$ cat src/rtl/spi_master_param.sv
// spi_master_param: parameterised full-duplex SPI master, one DATA_W-bit word
// per start request. SCL rate, CPOL/CPHA and SS lead/lag are elaboration-time
// parameters.
// Build option: define SPI_LSB_FIRST_EN to shift words LSB first on both MOSI
// and MISO; otherwise words are shifted MSB first. Timing is identical.
module spi_master_param #(
  parameter int DATA_W  = 8,
  parameter int CLK_DIV = 100,
  parameter int CPOL    = 0,
  parameter int CPHA    = 1,
  parameter int SS_LEAD = 1,
  parameter int SS_LAG  = 1
) (
  input  logic              clk,
  input  logic              rst,
  input  logic              start,
  input  logic [DATA_W-1:0] tx_data,
  output logic              busy,
  output logic              done,
  output logic [DATA_W-1:0] rx_data,
  output logic              SCL,
  output logic              SS,
  output logic              MOSI,
  input  logic              MISO
);

  localparam int LL_MAX  = (SS_LEAD > SS_LAG) ? SS_LEAD : SS_LAG;
  localparam int CNT_MAX = (2 * DATA_W > LL_MAX) ? 2 * DATA_W : LL_MAX;
  localparam int CNT_W   = $clog2(CNT_MAX + 1);
  localparam int DIV_W   = $clog2(CLK_DIV);

  localparam logic SCL_IDLE       = (CPOL != 0);
  localparam logic SAMPLE_LEADING = (CPHA == 0);

  typedef enum logic [1:0] {
    ST_IDLE,
    ST_LEAD,
    ST_XFER,
    ST_LAG
  } state_e;

  state_e              state_q, state_d;
  logic [DIV_W-1:0]    div_q, div_d;
  logic [CNT_W-1:0]    cnt_q, cnt_d;
  logic [DATA_W-1:0]   tx_sh_q, tx_sh_d;
  logic [DATA_W-1:0]   rx_sh_q, rx_sh_d;
  logic [DATA_W-1:0]   rx_data_q, rx_data_d;
  logic                scl_q, scl_d;
  logic                ss_q, ss_d;
  logic                mosi_q, mosi_d;
  logic                busy_q, busy_d;
  logic                done_q, done_d;

  logic                tick;
  logic                accept;
  logic [CNT_W-1:0]    edge_num;
  logic                last_edge;
  logic                lead_last;
  logic                lag_last;

`ifdef SPI_LSB_FIRST_EN
  function automatic logic out_bit(input logic [DATA_W-1:0] w);
    return w[0];
  endfunction

  function automatic logic [DATA_W-1:0] shift_out(input logic [DATA_W-1:0] w);
    return {1'b0, w[DATA_W-1:1]};
  endfunction

  function automatic logic [DATA_W-1:0] shift_in(input logic [DATA_W-1:0] w,
                                                 input logic b);
    return {b, w[DATA_W-1:1]};
  endfunction
`else
  function automatic logic out_bit(input logic [DATA_W-1:0] w);
    return w[DATA_W-1];
  endfunction

  function automatic logic [DATA_W-1:0] shift_out(input logic [DATA_W-1:0] w);
    return {w[DATA_W-2:0], 1'b0};
  endfunction

  function automatic logic [DATA_W-1:0] shift_in(input logic [DATA_W-1:0] w,
                                                 input logic b);
    return {w[DATA_W-2:0], b};
  endfunction
`endif

  // Half-period tick and per-phase terminal conditions.
  always_comb begin
    tick      = (state_q != ST_IDLE) && (div_q == DIV_W'(CLK_DIV - 1));
    accept    = (state_q == ST_IDLE) && start && !done_q;
    edge_num  = cnt_q + CNT_W'(1);
    last_edge = (edge_num == CNT_W'(2 * DATA_W));
    lead_last = (cnt_q == CNT_W'(SS_LEAD - 1));
    lag_last  = (cnt_q == CNT_W'(SS_LAG - 1));
  end

  // State register and all datapath flops.
  always_ff @(posedge clk or negedge rst) begin
    if (!rst) begin
      state_q   <= ST_IDLE;
      div_q     <= '0;
      cnt_q     <= '0;
      tx_sh_q   <= '0;
      rx_sh_q   <= '0;
      rx_data_q <= '0;
      scl_q     <= SCL_IDLE;
      ss_q      <= 1'b1;
      mosi_q    <= 1'b0;
      busy_q    <= 1'b0;
      done_q    <= 1'b0;
    end else begin
      state_q   <= state_d;
      div_q     <= div_d;
      cnt_q     <= cnt_d;
      tx_sh_q   <= tx_sh_d;
      rx_sh_q   <= rx_sh_d;
      rx_data_q <= rx_data_d;
      scl_q     <= scl_d;
      ss_q      <= ss_d;
      mosi_q    <= mosi_d;
      busy_q    <= busy_d;
      done_q    <= done_d;
    end
  end

  // Next-state: IDLE -> LEAD -> XFER -> LAG -> IDLE, phases advance on ticks.
  always_comb begin
    state_d = state_q;
    unique case (state_q)
      ST_IDLE: if (accept) state_d = ST_LEAD;
      ST_LEAD: if (tick && lead_last) state_d = ST_XFER;
      ST_XFER: if (tick && last_edge) state_d = ST_LAG;
      ST_LAG:  if (tick && lag_last) state_d = ST_IDLE;
      default: state_d = ST_IDLE;
    endcase
  end

  // Outputs and datapath: divider, phase/edge counter, shifters, handshake.
  always_comb begin
    div_d     = (state_q == ST_IDLE || tick) ? '0 : div_q + DIV_W'(1);
    cnt_d     = cnt_q;
    tx_sh_d   = tx_sh_q;
    rx_sh_d   = rx_sh_q;
    rx_data_d = rx_data_q;
    scl_d     = scl_q;
    ss_d      = ss_q;
    mosi_d    = mosi_q;
    busy_d    = busy_q;
    done_d    = 1'b0;

    unique case (state_q)
      ST_IDLE: begin
        cnt_d = '0;
        if (accept) begin
          ss_d    = 1'b0;
          busy_d  = 1'b1;
          tx_sh_d = tx_data;
          rx_sh_d = '0;
          if (CPHA == 0) begin
            mosi_d  = out_bit(tx_data);
            tx_sh_d = shift_out(tx_data);
          end
        end
      end

      ST_LEAD: begin
        if (tick) cnt_d = lead_last ? '0 : cnt_q + CNT_W'(1);
      end

      ST_XFER: begin
        if (tick) begin
          scl_d = last_edge ? SCL_IDLE : ~scl_q;
          cnt_d = last_edge ? '0 : edge_num;
          // Odd edges are leading: the sampling edge is the leading one when
          // CPHA=0, the trailing one when CPHA=1; the other edge drives MOSI
          // (the final trailing edge has no bit left to drive).
          if (edge_num[0] == SAMPLE_LEADING) begin
            rx_sh_d = shift_in(rx_sh_q, MISO);
          end else if (!last_edge) begin
            mosi_d  = out_bit(tx_sh_q);
            tx_sh_d = shift_out(tx_sh_q);
          end
        end
      end

      ST_LAG: begin
        if (tick) begin
          if (lag_last) begin
            cnt_d     = '0;
            ss_d      = 1'b1;
            mosi_d    = 1'b0;
            busy_d    = 1'b0;
            done_d    = 1'b1;
            rx_data_d = rx_sh_q;
          end else begin
            cnt_d = cnt_q + CNT_W'(1);
          end
        end
      end

      default: ;
    endcase
  end

  assign busy    = busy_q;
  assign done    = done_q;
  assign rx_data = rx_data_q;
  assign SCL     = scl_q;
  assign SS      = ss_q;
  assign MOSI    = mosi_q;

endmodule

$ cat config.mk
export PLATFORM = sky130hd
export DESIGN_NAME = spi_master_param
export DESIGN_NICKNAME = d
export VERILOG_FILES = /design/src/rtl/spi_master_param.sv
export SDC_FILE = /design/constraint.sdc
export NUM_CORES = 1
export LEC_CHECK = 0
export CAP_MARGIN = 40
export CORE_ASPECT_RATIO = 1.75
export CORE_MARGIN = 3
export CORE_UTILIZATION = 50
export CTS_CLUSTER_SIZE = 8
export DETAILED_ROUTE_END_ITERATION = 12
export GPL_TIMING_DRIVEN = 1
export PLACE_DENSITY = 0.75
export SKIP_LAST_GASP = 1
export SYNTH_ARGS = -nofsm -noshare
export SYNTH_HDL_FRONTEND = slang
export SYNTH_SLANG_ARGS = --single-unit
$ cat constraint.sdc
create_clock -name clk -period 4.25 [get_ports clk]
set_clock_uncertainty 0.1 [all_clocks]
set_input_delay 1.275 -clock clk [delete_from_list [all_inputs] [get_ports clk]]
set_output_delay 1.275 -clock clk [all_outputs]
set_load 0.005 [all_outputs]
### After elaboration in Yosys (flattened, before gate mapping)

Cells that the tools add are included.

| word-level totals | value |
|---|---|
| memory bits (read-only) | 0 |
| register bits | 43 |
| output and inout bits | 13 |
| latch bits | 0 |
| memories | 0 |
| logic and storage cells | 88 |
| input port bits | 12 |
| memory bits (writable) | 0 |

| operators by class | value |
|---|---|
| shifts and indexed selects | 0 |
| add/subtract/negate cells | 2 |
| reduce and logical (&&, ||, !) cells | 22 |
| $lt $le $gt $ge | 0 |
| multiplexer cells | 36 |
| bitwise logic cells | 1 |
| div/mod/pow operators | 0 |
| equality and inequality tests | 16 |
| $mul | 0 |

Operators with widths:

| kind | number |
|---|---|
| $mux W8 | 7 |
| $pmux W8 S2 | 2 |
| $mux W5 | 4 |
| $ne A2 B2 Y1 const B | 10 |
| $pmux W5 S3 | 1 |
| $mux W1 | 13 |
| $reduce_and A4 Y1 | 3 |
| $mux W2 | 4 |
| $pmux W2 S4 | 1 |
| $reduce_bool A2 Y1 | 4 |
| $add A7 B1 Y7 const B | 1 |
| $eq A7 B7 Y1 const B | 1 |
| $mux W7 | 1 |
| $pmux W1 S2 | 3 |
| $reduce_and A6 Y1 | 1 |
| $add A5 B1 Y5 const B | 1 |
| $eq A5 B5 Y1 const B | 1 |
| $logic_and A1 B1 Y1 | 5 |
| $logic_not A5 Y1 | 1 |
| $reduce_and A5 Y1 | 1 |
| $eq A2 B2 Y1 const B | 2 |
| $reduce_and A2 Y1 | 2 |
| $reduce_and A3 Y1 | 1 |
| $eq A2 B1 Y1 const B | 1 |
| other kinds (6) | 6 |

### Logic depth before layout (Yosys ltp)

| depth | value |
|---|---|
| word-level depth | 6 |
| mapped depth | 8 |
| mapped depth without buffers | 7 |

### Worst setup path before layout

OpenSTA, ideal clock, no wires.

| timing path | value |
|---|---|
| path kind | input -> register |
| from | input start |
| to | register tx_sh_q[4] |
| path slack | 1908 ps |
| buffers on the path | 1 |
| stages on the path | 5 |
| data required time | 4014 ps |
| setup time | 136 ps |
| data arrival time | 2106 ps |
| cell sequence | nand3b_1 -> nor2_1 -> a31oi_1 -> clkbuf_1 -> o21ai_0 |

| between the ends | value |
|---|---|
| longest elaborated chain between the ends | 4 |

Ends and longest elaborated chain:

| item | RTL line | text |
|---|---|---|
| start, declared | 16 | `input logic start,` |
| $logic_and A1 B1 Y1 (2 in a row) | 92 | `accept = (state_q == ST_IDLE) && start && !done_q;` |
| $ne A2 B2 Y1 (no line) | -- |  |
| $reduce_and A5 Y1 (no line) | -- |  |
| end signal, assigned | 117 | `tx_sh_q <= tx_sh_d;` |
| end, declared | 45 | `logic [DATA_W-1:0] tx_sh_q, tx_sh_d;` |

Every way passes these cells.
A chain may end at the register's enable or synchronous reset.

### Worst setup path after layout

| timing path | value |
|---|---|
| from | register ss_q (netlist: SS) |
| to | output SS |

RTL lines:

| item | RTL line | text |
|---|---|---|
| start, declared | 49 | `logic ss_q, ss_d;` |
| start signal, assigned | 121 | `ss_q <= ss_d;` |
| end, declared | 22 | `output logic SS,` |

No word-level cell between the ends.

==> flow_summary.yaml <==
placement:
  dp_hpwl_mm: 3.01
  gp_congestion: 0.856
  io_buffers: 24
  dpl-instance-area_mm2: 0.00237
routing:
  detail-route-antenna-nets: 0
  drt-vias-per-instance: 5.63
  vias: 1476
  drtIter0Drc: 28
  wl_mm: 3.95
  wl_per_cell_um: 15.1
  dr.pass1.iters: 4
  drcViolationCount: 0
yosys:
  seq_area_frac_synth_pct: 51.4
  ys.flop_type: "dfrtp_1"
  ys_seq_elements: 43
  yosysTopAreaCellShare_pct: 50.1
  synth_area_leaders: "dfrtp_1 (50%), mux2_2 (5.4%), ha_1 (4.8%)"
  synth_async_sr_flop_share_pct: 100
  synth_edf_count: 0
  synth.largest_area_cell: "dfrtp_1"
  netlist_area_mm2: 0.00210
  synth.distinct_cells: 43
  syn_nets: 207
  syn_inst: 187
  ys_warn_count: 0
  syn_avg_cell_area_um2: 11.2
power:
  p_sw_w: 0.000477
  swShare_pct: 35.8
  power_leakage_nw: 1.13
  clockPowerShare_pct: 23.6
  combPwrFrac_pct: 36.3
  powerDensity_mw_per_mm2: 537
  p_int_w: 0.000855
  seqPwrFrac_pct: 40.1
  vdd_drop_max_uv: 573
timing:
  final-hold-violation-count: 0
  rsz0062_at_grt: "no"
  maxSlewViolCount: 0
  setup_viol: 0
  finalCritPeriodShare_pct: 63.4
  tightest_slew_ns: 0.828
  maxSlewHeadroom_pct: 44.8
  max_freq_mhz: 371
  fin_tns_setup_ns: 0
  period_minus_slack_ns: 2.69
finish:
  stdcell_area_mm2: 0.00248
  final_common_cell: "dfrtp_1"
  drive_gt1_share_pct: 15.0
  syn_to_final_growth_pct: 18.3
  fillCellCount: 318
  diodes: 0
  mostFrequentLayoutCells: "dfrtp_1 (42), clkdlybuf4s50_1 (23), nor2_1 (17)"
  nNetsFinal: 233
cts:
  clkTransAtPathRegs_ns: 0.07
  post_cts_buffers: 0
  cts_tree: "done"
  cts.path.max_buffers: 2
  htreeDepth: 2
  clock_sinks: 43
  cts_buffers: 5
  clkLatencyLatePin_ns: 0.30
  post_cts_resized: 0
  cts_hold_buf: 0
  cts-root-buf: "clkbuf_8"
critical_path:
  timing.setup.critical_path_class: "reg -> out"
  crit_required_ns: 2.87
  crit_family: "flip-flops"
  crit_fanout: 2
  worstPathArrival_ns: 1.32
  crit_buf_inv: 1
  crit_path_cell_trace: "clkdlybuf4s50_1"
  cp-end-kind: "output pin"
  critPathSlowestCell: "dfstp_2"
  max_stage_delay_ns: 0.54
  startpoint_type: "flop"
grt:
  grt_overflow: 0
  grt_pass1_vias: 1440
  grt_pass1_wl_mm: 6.52
  grt_start_max_net_pins: 34
  grtUsageTotal_pct: 17.8
  antenna_found_initial: 0
run:
  max_cap_violations: 0
floorplan:
  start_util_pct: 53.2
  design.core.area_mm2: 0.00394
  die_width_um: 54.9
  die_h_um: 91.6
  rows: 30
  io_pins: 25
  dieArea_mm2: 0.00503
status:
  outcome: "finished, final reports clean"
worst_hold_path:
  hp-class: "reg -> reg"
-- power by group through the flow --
stage | clock (W) | combinational, W | sequential, W
6_report | 0.000314 | 0.000484 | 0.000535
5_1_grt | 0.000339 | 0.000536 | 0.000545
4_1_cts | 0.000324 | 0.000488 | 0.000534
3_5_place_dp | 0 | 0.000487 | 0.000542
3_3_place_gp | 0 | 0.000451 | 0.000536
2_1_floorplan | 0 | 0.000394 | 0.000525
-- worst register-to-register path, cell delays in order (launching register included) --
cell       delay [ns]
dfrtp_1          0.40
inv_1            0.10
ha_1             0.49
nor3_1           0.53
nor2_4           0.12
a2111oi_4        0.39
mux2_4           0.33
-- kinds of logic (layout without fill, tap and decap cells) --
group / count (synthesis) / in the layout / share of synthesized area [%]
xor+xnor: 5 / 5 / 2.09
compound gates: 41 / 41 / 14.2
flops: 43 / 43 / 51.4
simple gates: 55 / 55 / 13.9
buf+inv: 17 / 44 / 4.24
mux: 18 / 18 / 9.43
fa+ha+maj: 8 / 8 / 4.78
-- per-stage QoR --
step / setup slack, ns / utilization (%) / hold WS (ns) / instances / power, W
2_1_floorplan: 1.91 / - / 0.325 / 187 / 0.000919
3_3_place_gp: 1.17 / 59.4 / 0.335 / 252 / 0.000986
3_5_place_dp: 1.40 / 60.1 / 0.355 / 254 / 0.00103
4_1_cts: 1.54 / 62.9 / 0.366 / 262 / 0.00135
5_1_grt: 1.52 / 62.9 / 0.371 / 262 / 0.00142
6_report: 1.56 / 62.9 / 0.362 / 262 / 0.00133
-- synth_stat cells (all sizes together) (2+ instances only) --
cell type and instances:
xor2 2, xnor2 3, inv 10, clkbuf 5, o31ai 2, a31oi 2, mux2 11, and3 2
mux2i 7, nand3 7, o21ai 16, nor2b 3, dfrtp 42, nand2 16, a22o 9, ha 8
buf 2, o211ai 2, nor2 18, nor3 2, nand2b 2, a21oi 3
-- path summary, 6_finish.rpt --
path / from / to / slack, ns / depth (start not counted)
min in group asynchronous: rst / cnt_q[3] / 0.74 / 1
worst max-delay path: SS / SS / 1.56 / 1
worst min-delay path: div_q[0] / div_q[0] / 0.36 / 1
max in group asynchronous: rst / SS / 2.78 / 2
worst min register to register: div_q[0] / div_q[0] / 0.36 / 1
worst max register to register: state_q[0] / state_q[1] / 1.70 / 6
-- state kept, by name, summed over array words and instances, names as in the netlist --
register  cells
MOSI          1
SCL           1
SS            1
busy          1
cnt_q         5
div_q         7
done          1
rx_data       8
rx_sh_q       8
state_q       2
tx_sh_q       8
-- final cells by class --
cell class / count / area [µm²] / area share, %
Multi-Input combinational cell: 127 / 930 / 37.5
Inverter: 10 / 37.5 / 1.51
Sequential cell: 43 / 1080 / 43.4
Clock buffer: 5 / 68.8 / 2.77
Clock inverter: 3 / 43.8 / 1.77
Timing Repair Buffer: 26 / 263 / 10.6
Tap cell: 48 / 60.1 / 2.42
-- layer usage --
layer,GRT usage [%],vias to the layer above,share of wire [%]
li1,-,707,-
met1,20.5,727,40
met2,28.9,32,54
met3,4.23,10,3.2
met4,9.74,0,2.4
met5,0,-,0
Note: power is estimated with default switching activity, not from simulation.
